## src/rtl/key_entry_ctrl_pkg.sv

```systemverilog
// Shared types and constants for the alarm-clock key entry controller.
package key_ctrl_pkg;

  typedef enum logic [2:0] {
    SHOW_TIME,
    KEY_STORED,
    KEY_WAITED,
    KEY_ENTRY,
    SHOW_ALARM,
    SET_ALARM_TIME,
    SET_CURRENT_TIME
  } state_t;

  localparam logic [3:0] NOKEY            = 4'hA;
  localparam logic [2:0] DIGITS_PER_ENTRY = 3'd4;
  localparam int         TIMER_W          = 4;

endpackage

```

## src/rtl/key_entry_timer.sv

```systemverilog
// Inactivity timer for key entry: counts one_second ticks while enabled and
// flags the tick that completes the TIMEOUT_SEC-second window.
module key_entry_timer
  import key_ctrl_pkg::*;
#(
  parameter int unsigned TIMEOUT_SEC = 10
) (
  input  logic clock,
  input  logic reset,
  input  logic clear,
  input  logic enable,
  input  logic tick,
  output logic timeout
);

  logic [TIMER_W-1:0] timer;

  always_ff @(posedge clock) begin
    if (reset || clear) begin
      timer <= '0;
    end else if (enable && tick && (timer != '1)) begin
      timer <= timer + 1'b1;
    end
  end

  always_comb begin
    timeout = enable && tick && (timer == TIMER_W'(TIMEOUT_SEC - 1));
  end

endmodule

```

## src/rtl/key_entry_ctrl.sv

```systemverilog
// Key entry sequencer for the alarm clock: one shift per key press, digit
// counting, inactivity timeout and alarm/current-time commit.
// Build option: define KEY_DEBOUNCE_EN to require a key to be stable for two samples.
module key_entry_ctrl
  import key_ctrl_pkg::*;
#(
  parameter int unsigned TIMEOUT_SEC = 10
) (
  input  logic       clock,
  input  logic       reset,
  input  logic       one_second,
  input  logic [3:0] key,
  input  logic       alarm_button,
  input  logic       time_button,
  output logic       shift,
  output logic       show_new_time,
  output logic       show_a,
  output logic       load_new_a,
  output logic       load_new_c,
  output logic [2:0] digit_count
);

  state_t state, next_state;
  logic   key_hit;
  logic   timeout;
  logic   full;

`ifdef KEY_DEBOUNCE_EN
  logic [3:0] prev_key;

  always_ff @(posedge clock) begin
    if (reset) prev_key <= NOKEY;
    else       prev_key <= key;
  end

  assign key_hit = (key != NOKEY) && (key == prev_key);
`else
  assign key_hit = (key != NOKEY);
`endif

  key_entry_timer #(.TIMEOUT_SEC(TIMEOUT_SEC)) u_timer (
    .clock   (clock),
    .reset   (reset),
    .clear   (state == KEY_STORED),
    .enable  ((state == KEY_WAITED) || (state == KEY_ENTRY)),
    .tick    (one_second),
    .timeout (timeout)
  );

  assign full = (digit_count == DIGITS_PER_ENTRY);

  always_ff @(posedge clock) begin
    if (reset) begin
      state       <= SHOW_TIME;
      digit_count <= '0;
    end else begin
      state <= next_state;
      if (state == SHOW_TIME)
        digit_count <= '0;
      else if ((state == KEY_STORED) && !full)
        digit_count <= digit_count + 1'b1;
    end
  end

  always_comb begin
    next_state = state;
    unique case (state)
      SHOW_TIME: begin
        if (alarm_button)  next_state = SHOW_ALARM;
        else if (key_hit)  next_state = KEY_STORED;
      end
      KEY_STORED:          next_state = KEY_WAITED;
      KEY_WAITED: begin
        if (timeout)           next_state = SHOW_TIME;
        else if (key == NOKEY) next_state = KEY_ENTRY;
      end
      KEY_ENTRY: begin
        if (alarm_button && full)     next_state = SET_ALARM_TIME;
        else if (time_button && full) next_state = SET_CURRENT_TIME;
        else if (key_hit)             next_state = KEY_STORED;
        else if (timeout)             next_state = SHOW_TIME;
      end
      SHOW_ALARM: begin
        if (!alarm_button) next_state = SHOW_TIME;
      end
      SET_ALARM_TIME:      next_state = SHOW_TIME;
      SET_CURRENT_TIME:    next_state = SHOW_TIME;
      default:             next_state = SHOW_TIME;
    endcase
  end

  always_comb begin
    shift         = (state == KEY_STORED);
    show_new_time = (state == KEY_WAITED) || (state == KEY_ENTRY);
    show_a        = (state == SHOW_ALARM);
    load_new_a    = (state == SET_ALARM_TIME);
    load_new_c    = (state == SET_CURRENT_TIME);
  end

endmodule

```

## config.mk

```make
export PLATFORM = sky130hd
export DESIGN_NAME = key_entry_ctrl
export DESIGN_NICKNAME = d
export VERILOG_FILES = /design/src/rtl/key_entry_ctrl_pkg.sv /design/src/rtl/key_entry_timer.sv /design/src/rtl/key_entry_ctrl.sv
export SDC_FILE = /design/constraint.sdc
export NUM_CORES = 1
export LEC_CHECK = 0
export ABC_AREA = 1
export BUFFER_PORTS_ARGS = -buffer_cell sky130_fd_sc_hd__buf_2
export CAP_MARGIN = 30
export CORE_MARGIN = 8
export CORE_UTILIZATION = 30
export CTS_CLUSTER_SIZE = 8
export DETAILED_ROUTE_END_ITERATION = 7
export SETUP_SLACK_MARGIN = 0.2
export SLEW_MARGIN = 20
export SYNTH_ARGS = -nofsm -noshare
export SYNTH_HDL_FRONTEND = slang
export SYNTH_SLANG_ARGS = --single-unit
```

## constraint.sdc

```tcl
create_clock -name clock -period 3.95 [get_ports clock]
set_input_delay 0.5925 -clock clock [delete_from_list [all_inputs] [get_ports clock]]
set_output_delay 0.5925 -clock clock [all_outputs]
set_load 0.01 [all_outputs]
```

==> results of run 1 <==
power groups by stage:
stage	sequential [mW]	combinational, mW	clock [mW]
2_1_floorplan	0.151	0.165	0
3_3_place_gp	0.153	0.222	0
3_5_place_dp	0.156	0.226	0
4_1_cts	0.154	0.227	0.101
5_1_grt	0.157	0.257	0.107
6_report	0.153	0.225	0.0970
path summary, 6_finish.rpt:
kind / start / end / cells after the start
worst min register to register: digit_count[0] / digit_count[0] / 2
worst max-delay path: state[2] / show_a / 3
worst max register to register: digit_count[0] / state[0] / 12
worst min-delay path: reset / state[1] / 2
flip-flops by register name, indices dropped and copies added, names as in the netlist:
name and flops:
u_timer.timer 4, digit_count 3, state 3
through the flow:
| step | total power [mW] | area (µm²) | hold slack (ns) |
|---|---|---|---|
| finish | 0.475 | 882 | 0.495 |
| global route | 0.521 | 882 | 0.498 |
| floorplan | 0.316 | 728 | 0.488 |
| detailed placement | 0.382 | 846 | 0.495 |
| CTS | 0.481 | 882 | 0.487 |
| global placement | 0.376 | 846 | 0.482 |
cells by family after synthesis:
kind of cell	count (synthesis)	share of synthesized area [%]
buffers and inverters	22	11.3
AND/OR/NAND/NOR	62	44.5
AO/OA/AOI/OAI	11	8.59
adder cells (fa/ha/maj)	4	6.87
XOR/XNOR	1	1.20
flip-flops	10	27.5
layout by cell type, fill, tap and decap left out:
cell type,synthesis,routed
nand2_1,23,23
inv_1,19,19
buf_2,0,16
nor2_1,11,11
dfxtp_1,10,10
nand3_1,7,7
a21oi_1,7,7
nor3_1,6,6
nand2_2,4,4
ha_1,4,4
inv_2,3,3
nand3_2,3,3
clkbuf_4,0,3
nand4_1,2,2
nor3_2,1,1
nand2_4,1,1
nor2_2,1,1
xnor2_1,1,1
o21ai_1,1,1
nor3b_2,1,1
a22oi_1,1,1
nand3_4,1,1
o21bai_1,1,1
or2_0,1,1
a211oi_1,1,1
clkbuf_8,0,1
per-layer routing:
| metal | up-vias | share of wire (%) | GRT usage [%] |
|---|---|---|---|
| met5 | - | 0 | 0 |
| met4 | 0 | 1.8 | 4.90 |
| met3 | 4 | 3.8 | 2.72 |
| met2 | 12 | 48 | 14.8 |
| met1 | 315 | 46 | 9.34 |
| li1 | 391 | - | - |
cell type report:
type	instances	share of cell area, %
repair buffers	16	9.08
clock buffers	4	4.11
flip-flops and latches	10	22.7
inverters	22	9.36
multi-input cells	78	50.5
well taps	30	4.26
==> results.sh, run 1 <==
export IMPL_gp_congestion=0.772
export IMPL_cp_required_ns=3.36
export IMPL_die_h_um=65.3
export IMPL_status="finished, final reports clean"
export IMPL_fp_dieW_um=65.3
export IMPL_cts_made_buffers=3
export IMPL_final_cells=160
export IMPL_drv_slew=0
export IMPL_pwr_share_comb_pct=47.3
export IMPL_maxCapViolCount=0
export IMPL_arrival_ns=1.26
export IMPL_synth_top_cell_area_share_pct=27.5
export IMPL_drc=0
export IMPL_path_buf_inv=2
export IMPL_vias_per_cell=4.51
export IMPL_syn2layout_area_growth_pct=21.1
export IMPL_root_buffer="clkbuf_4"
export IMPL_cts_tree="yes"
export IMPL_rrSetupSlack_ns=2.43
export IMPL_clockPowerShare_pct=20.4
export IMPL_port_buffers=16
export IMPL_syn_inst=110
export IMPL_antenna_found_initial=0
export IMPL_fp_coreArea_um2=2390
export IMPL_diodes=0
export IMPL_rsz0062_at_grt="false"
export IMPL_clock_sinks=10
export IMPL_multiInputGateArea_um2=445
export IMPL_crit_type="reg -> out"
export IMPL_synth_cell_types=23
export IMPL_cp_slowest_cell="dfxtp_1"
export IMPL_worst_setup_path_start_kind="flip-flop"
export IMPL_drive_gt1_share_pct=26.9
export IMPL_nets=144
export IMPL_first_iter_violations=28
export IMPL_power_density_nw_per_um2=538
export IMPL_num_io_pins=17
export IMPL_grt_pass1_vias=711
export IMPL_syn_nets=123
export IMPL_period_share_pct=46.9
export IMPL_fin_skew_ns=0.00103
export IMPL_hp_class="in -> reg"
export IMPL_grt_overflow_total=0
export IMPL_clk_path_buf_depth=2
export IMPL_switching_power_mw=0.216
export IMPL_synth_area_leaders="dfxtp_1, nand2_1, inv_1"
export IMPL_insertion_delay_ns=0.27
export IMPL_max_freq_ghz=0.539
export IMPL_wirelength_um=1690
export IMPL_yosysMostFrequentCell="nand2_1"
export IMPL_synth_edf_count=0
export IMPL_wire_per_inst_um=10.6
export IMPL_critPathTopFamily="flip-flops"
export IMPL_seqPwrFrac_pct=32.2
export IMPL_hold_violations=0
export IMPL_drtPass1Iterations=3
export IMPL_async_flop_share_pct=0
export IMPL_n_fill_cell=280
export IMPL_clkTransAtPathRegs_ns=0.07
export IMPL_cts_hold_buf=0
export IMPL_syn_area_per_cell_um2=6.62
export IMPL_power_leakage_nw=0.445
export IMPL_netSwitchingFraction_pct=45.6
export IMPL_cts_setup_buffers=0
export IMPL_grt_usage_pct=8.69
export IMPL_peakVddDrop_uv=305
export IMPL_ys_warn_count=0
export IMPL_ys_flop_type="dfxtp_1"
export IMPL_worst_path_max_fanout=7
export IMPL_seq_area_um2=200
export IMPL_max_slew_margin_rel_pct=77.1
export IMPL_tightestPinTransition_ns=0.340
export IMPL_finalSetupViolations=0
export IMPL_cp_slowest_stage_delay_ns=0.35
export IMPL_hpwl_um=1410
export IMPL_yosysSeqAreaShare_pct=27.5
export IMPL_synth_seq_cells=10
export IMPL_ant_nets=0
export IMPL_start_util_pct=30.5
export IMPL_ys_top_cells_by_count="nand2_1, inv_1, nor2_1, dfxtp_1"
export IMPL_cts_resized=0
export IMPL_final_util_pct=36.9
export IMPL_grt_max_degree=8
export IMPL_placed_cells=156
export IMPL_htreeDepth=1
export IMPL_dieArea_um2=4260
export IMPL_place_ws_ns=2.39
export IMPL_synth_cell_area_um2=728
export IMPL_crit_path_end_kind="output pin"
export IMPL_path_cells="inv_1 -> nor3_1 -> buf_2"
export IMPL_period_needed_ns=1.85
export IMPL_rows=18
export IMPL_synth_area_leader_cell="dfxtp_1"
export IMPL_num_vias=722
export IMPL_finalSetupTns_ns=0
export IMPL_grt_pass1_wl_um=2930
export IMPL_p_int_mw=0.258
export IMPL_finalWorstSetupSlack_ns=2.10
Power figures use the tool's default switching activity.
==> run 2, diff against run 1 <==
--- a/config.mk
+++ b/config.mk
@@ -5,7 +5,7 @@
 export SDC_FILE = /design/constraint.sdc
 export NUM_CORES = 1
 export LEC_CHECK = 0
-export ABC_AREA = 1
+export ABC_AREA = 0
 export BUFFER_PORTS_ARGS = -buffer_cell sky130_fd_sc_hd__buf_2
 export CAP_MARGIN = 30
 export CORE_MARGIN = 8
==> constraint.sdc (replaced) <==
create_clock -name clock -period 1.6 [get_ports clock]
set_input_delay 0.24 -clock clock [delete_from_list [all_inputs] [get_ports clock]]
set_output_delay 0.24 -clock clock [all_outputs]
set_load 0.01 [all_outputs]
==> run 2 against run 1 <==
Count of clock-buffer cells in the layout shrank 1. Synthesized cell count shrank 20%. Combinational power increased by 62%. Critical endpoint is now state[0]. Largest power group unchanged.
==> results.sh, run 2 <==
export IMPL_cp_required_ns=1.76
export IMPL_finalSetupViolations=0
export IMPL_hold_violations=0
export IMPL_cts_hold_buf=0
export IMPL_cts_made_buffers=3
export IMPL_finalSetupTns_ns=0
export IMPL_synth_top_cell_area_share_pct=29.4
export IMPL_rows=17
export IMPL_rsz0062_at_grt="true"
export IMPL_cts_tree="yes"
export IMPL_vias_per_cell=5.14
export IMPL_crit_type="reg -> reg"
export IMPL_fin_skew_ns=0.00450
export IMPL_wire_per_inst_um=13.4
export IMPL_synth_seq_cells=10
export IMPL_peakVddDrop_uv=564
export IMPL_ant_nets=0
export IMPL_power_density_nw_per_um2=904
export IMPL_worst_path_max_fanout=3
export IMPL_synth_area_leaders="dfxtp_1, nor2_1, ha_1"
export IMPL_drc=0
export IMPL_wirelength_um=1940
export IMPL_syn2layout_area_growth_pct=44.6
export IMPL_syn_area_per_cell_um2=7.75
export IMPL_antenna_found_initial=0
export IMPL_clock_sinks=10
export IMPL_grt_pass1_vias=735
export IMPL_grt_pass1_wl_um=3160
export IMPL_drv_slew=0
export IMPL_worst_setup_path_start_kind="flip-flop"
export IMPL_grt_max_degree=12
export IMPL_syn_inst=88
export IMPL_hp_class="in -> reg"
export IMPL_fp_coreArea_um2=2190
export IMPL_ys_flop_type="dfxtp_1"
export IMPL_synth_cell_types=33
export IMPL_clkTransAtPathRegs_ns=0.07
export IMPL_period_share_pct=92.9
export IMPL_num_vias=745
export IMPL_drtPass1Iterations=4
export IMPL_fp_dieW_um=63.7
export IMPL_power_leakage_nw=0.407
export IMPL_num_io_pins=17
export IMPL_synth_area_leader_cell="dfxtp_1"
export IMPL_syn_nets=101
export IMPL_drive_gt1_share_pct=47.9
export IMPL_largestRegisters="u_timer.timer (4), digit_count (3), state (3)"
export IMPL_placed_area_um2=806
export IMPL_final_area_um2=986
export IMPL_yosysMostFrequentCell="nor2_1"
export IMPL_yosysSeqAreaShare_pct=29.4
export IMPL_period_needed_ns=1.49
export IMPL_dieArea_um2=4050
export IMPL_die_h_um=63.7
export IMPL_port_buffers=16
export IMPL_regMostFlops="u_timer.timer"
export IMPL_start_util_pct=31.1
export IMPL_layout_commonest_cell="buf_2"
export IMPL_ys_top_cells_by_count="nor2_1, dfxtp_1, nand2_1, a21oi_1, nand3_1"
export IMPL_clk_path_buf_depth=2
export IMPL_insertion_delay_ns=0.27
export IMPL_gp_congestion=0.911
export IMPL_status="finished, final reports clean"
export IMPL_async_flop_share_pct=0
export IMPL_crit_path_end_kind="flip-flop"
export IMPL_grt_usage_pct=9.65
export IMPL_max_freq_ghz=0.673
export IMPL_timing_hold_ws_ns=0.246
export IMPL_synth_cell_area_um2=682
export IMPL_tightestPinTransition_ns=0.232
export IMPL_synth_edf_count=0
export IMPL_rrSetupSlack_ns=0.11
export IMPL_arrival_ns=1.64
export IMPL_final_cells=145
export IMPL_htreeDepth=1
export IMPL_largest_register_ffs=4
export IMPL_nets=132
export IMPL_first_iter_violations=18
export IMPL_max_slew_margin_rel_pct=84.4
export IMPL_diodes=0
export IMPL_maxCapViolCount=0
export IMPL_hpwl_um=1300
export IMPL_grt_overflow_total=0
export IMPL_ys_warn_count=0
export IMPL_placed_cells=130
export IMPL_final_cell_mix="buf_2, buf_4, nor2_1"
export IMPL_root_buffer="clkbuf_4"
==> run 2: changes by cell type after synthesis, moves of 4 or more <==
cell	delta
nand2_2	-4
nor3_1	-5
nand2_1	-15
inv_1	-15
==> run 2: layer usage <==
metal	global-route usage [%]	part of all wire (%)
met5	0	0
met1	10.4	45
met4	6.41	2.5
met2	14.8	47
met3	4.42	6.1
==> run 2: critical path, cell delays in order, from the launching register on <==
cell	delay, ns
dfxtp_2	0.33
inv_2	0.05
ha_4	0.14
nand4b_1	0.14
nand3b_1	0.10
a211o_1	0.33
a32o_1	0.27
==> run 2: kinds of logic (layout without fill, tap and decap cells) <==
family,Yosys count,after routing,synth area share [%]
flops,10,10,29.4
fa+ha+maj,4,4,7.34
compound gates,18,18,17.8
buf+inv,8,37,6.05
simple gates,44,44,33.9
mux,1,1,1.65
xor+xnor,3,3,3.85
==> run 2: path summary, 6_finish.rpt <==
kind	from	to	cells past startpoint
max	u_timer.timer[1]	state[0]	6
min	reset	digit_count[1]	2
max reg2reg	u_timer.timer[1]	state[0]	6
min reg2reg	u_timer.timer[0]	u_timer.timer[0]	2
==> run 2: layout make-up <==
class | count | area (µm²)
fill | 222 | 1200
multi-input combinational | 70 | 512
sequential | 10 | 216
timing repair buffer | 30 | 185
tap | 28 | 35.0
clock buffer | 3 | 22.5
inverter | 4 | 15.0
==> run 2: through the flow <==
stage	setup WS [ns]	util [%]	power, mW
CTS	0.150	40.6	0.826
detailed placement	0.141	36.8	0.615
floorplan	0.230	-	0.532
global placement	0.190	36.8	0.612
finish	0.113	45.0	0.891
global route	0.0924	45.0	0.953
==> run 2: report_power, final <==
part	internal [mW]	total, mW	leakage, nW	switching (mW)
logic	0.191	0.365	0.308	0.174
registers	0.287	0.349	0.0852	0.0623
clock network	0.0871	0.177	0.0138	0.0901
total	0.564	0.891	0.407	0.327
==> run 2: repair_timing <==
item                       in CTS  in global routing
setup endpoints to repair       8                  8
resized for setup               8                 13
setup buffers                   6                  6
pin swaps                       4                  6
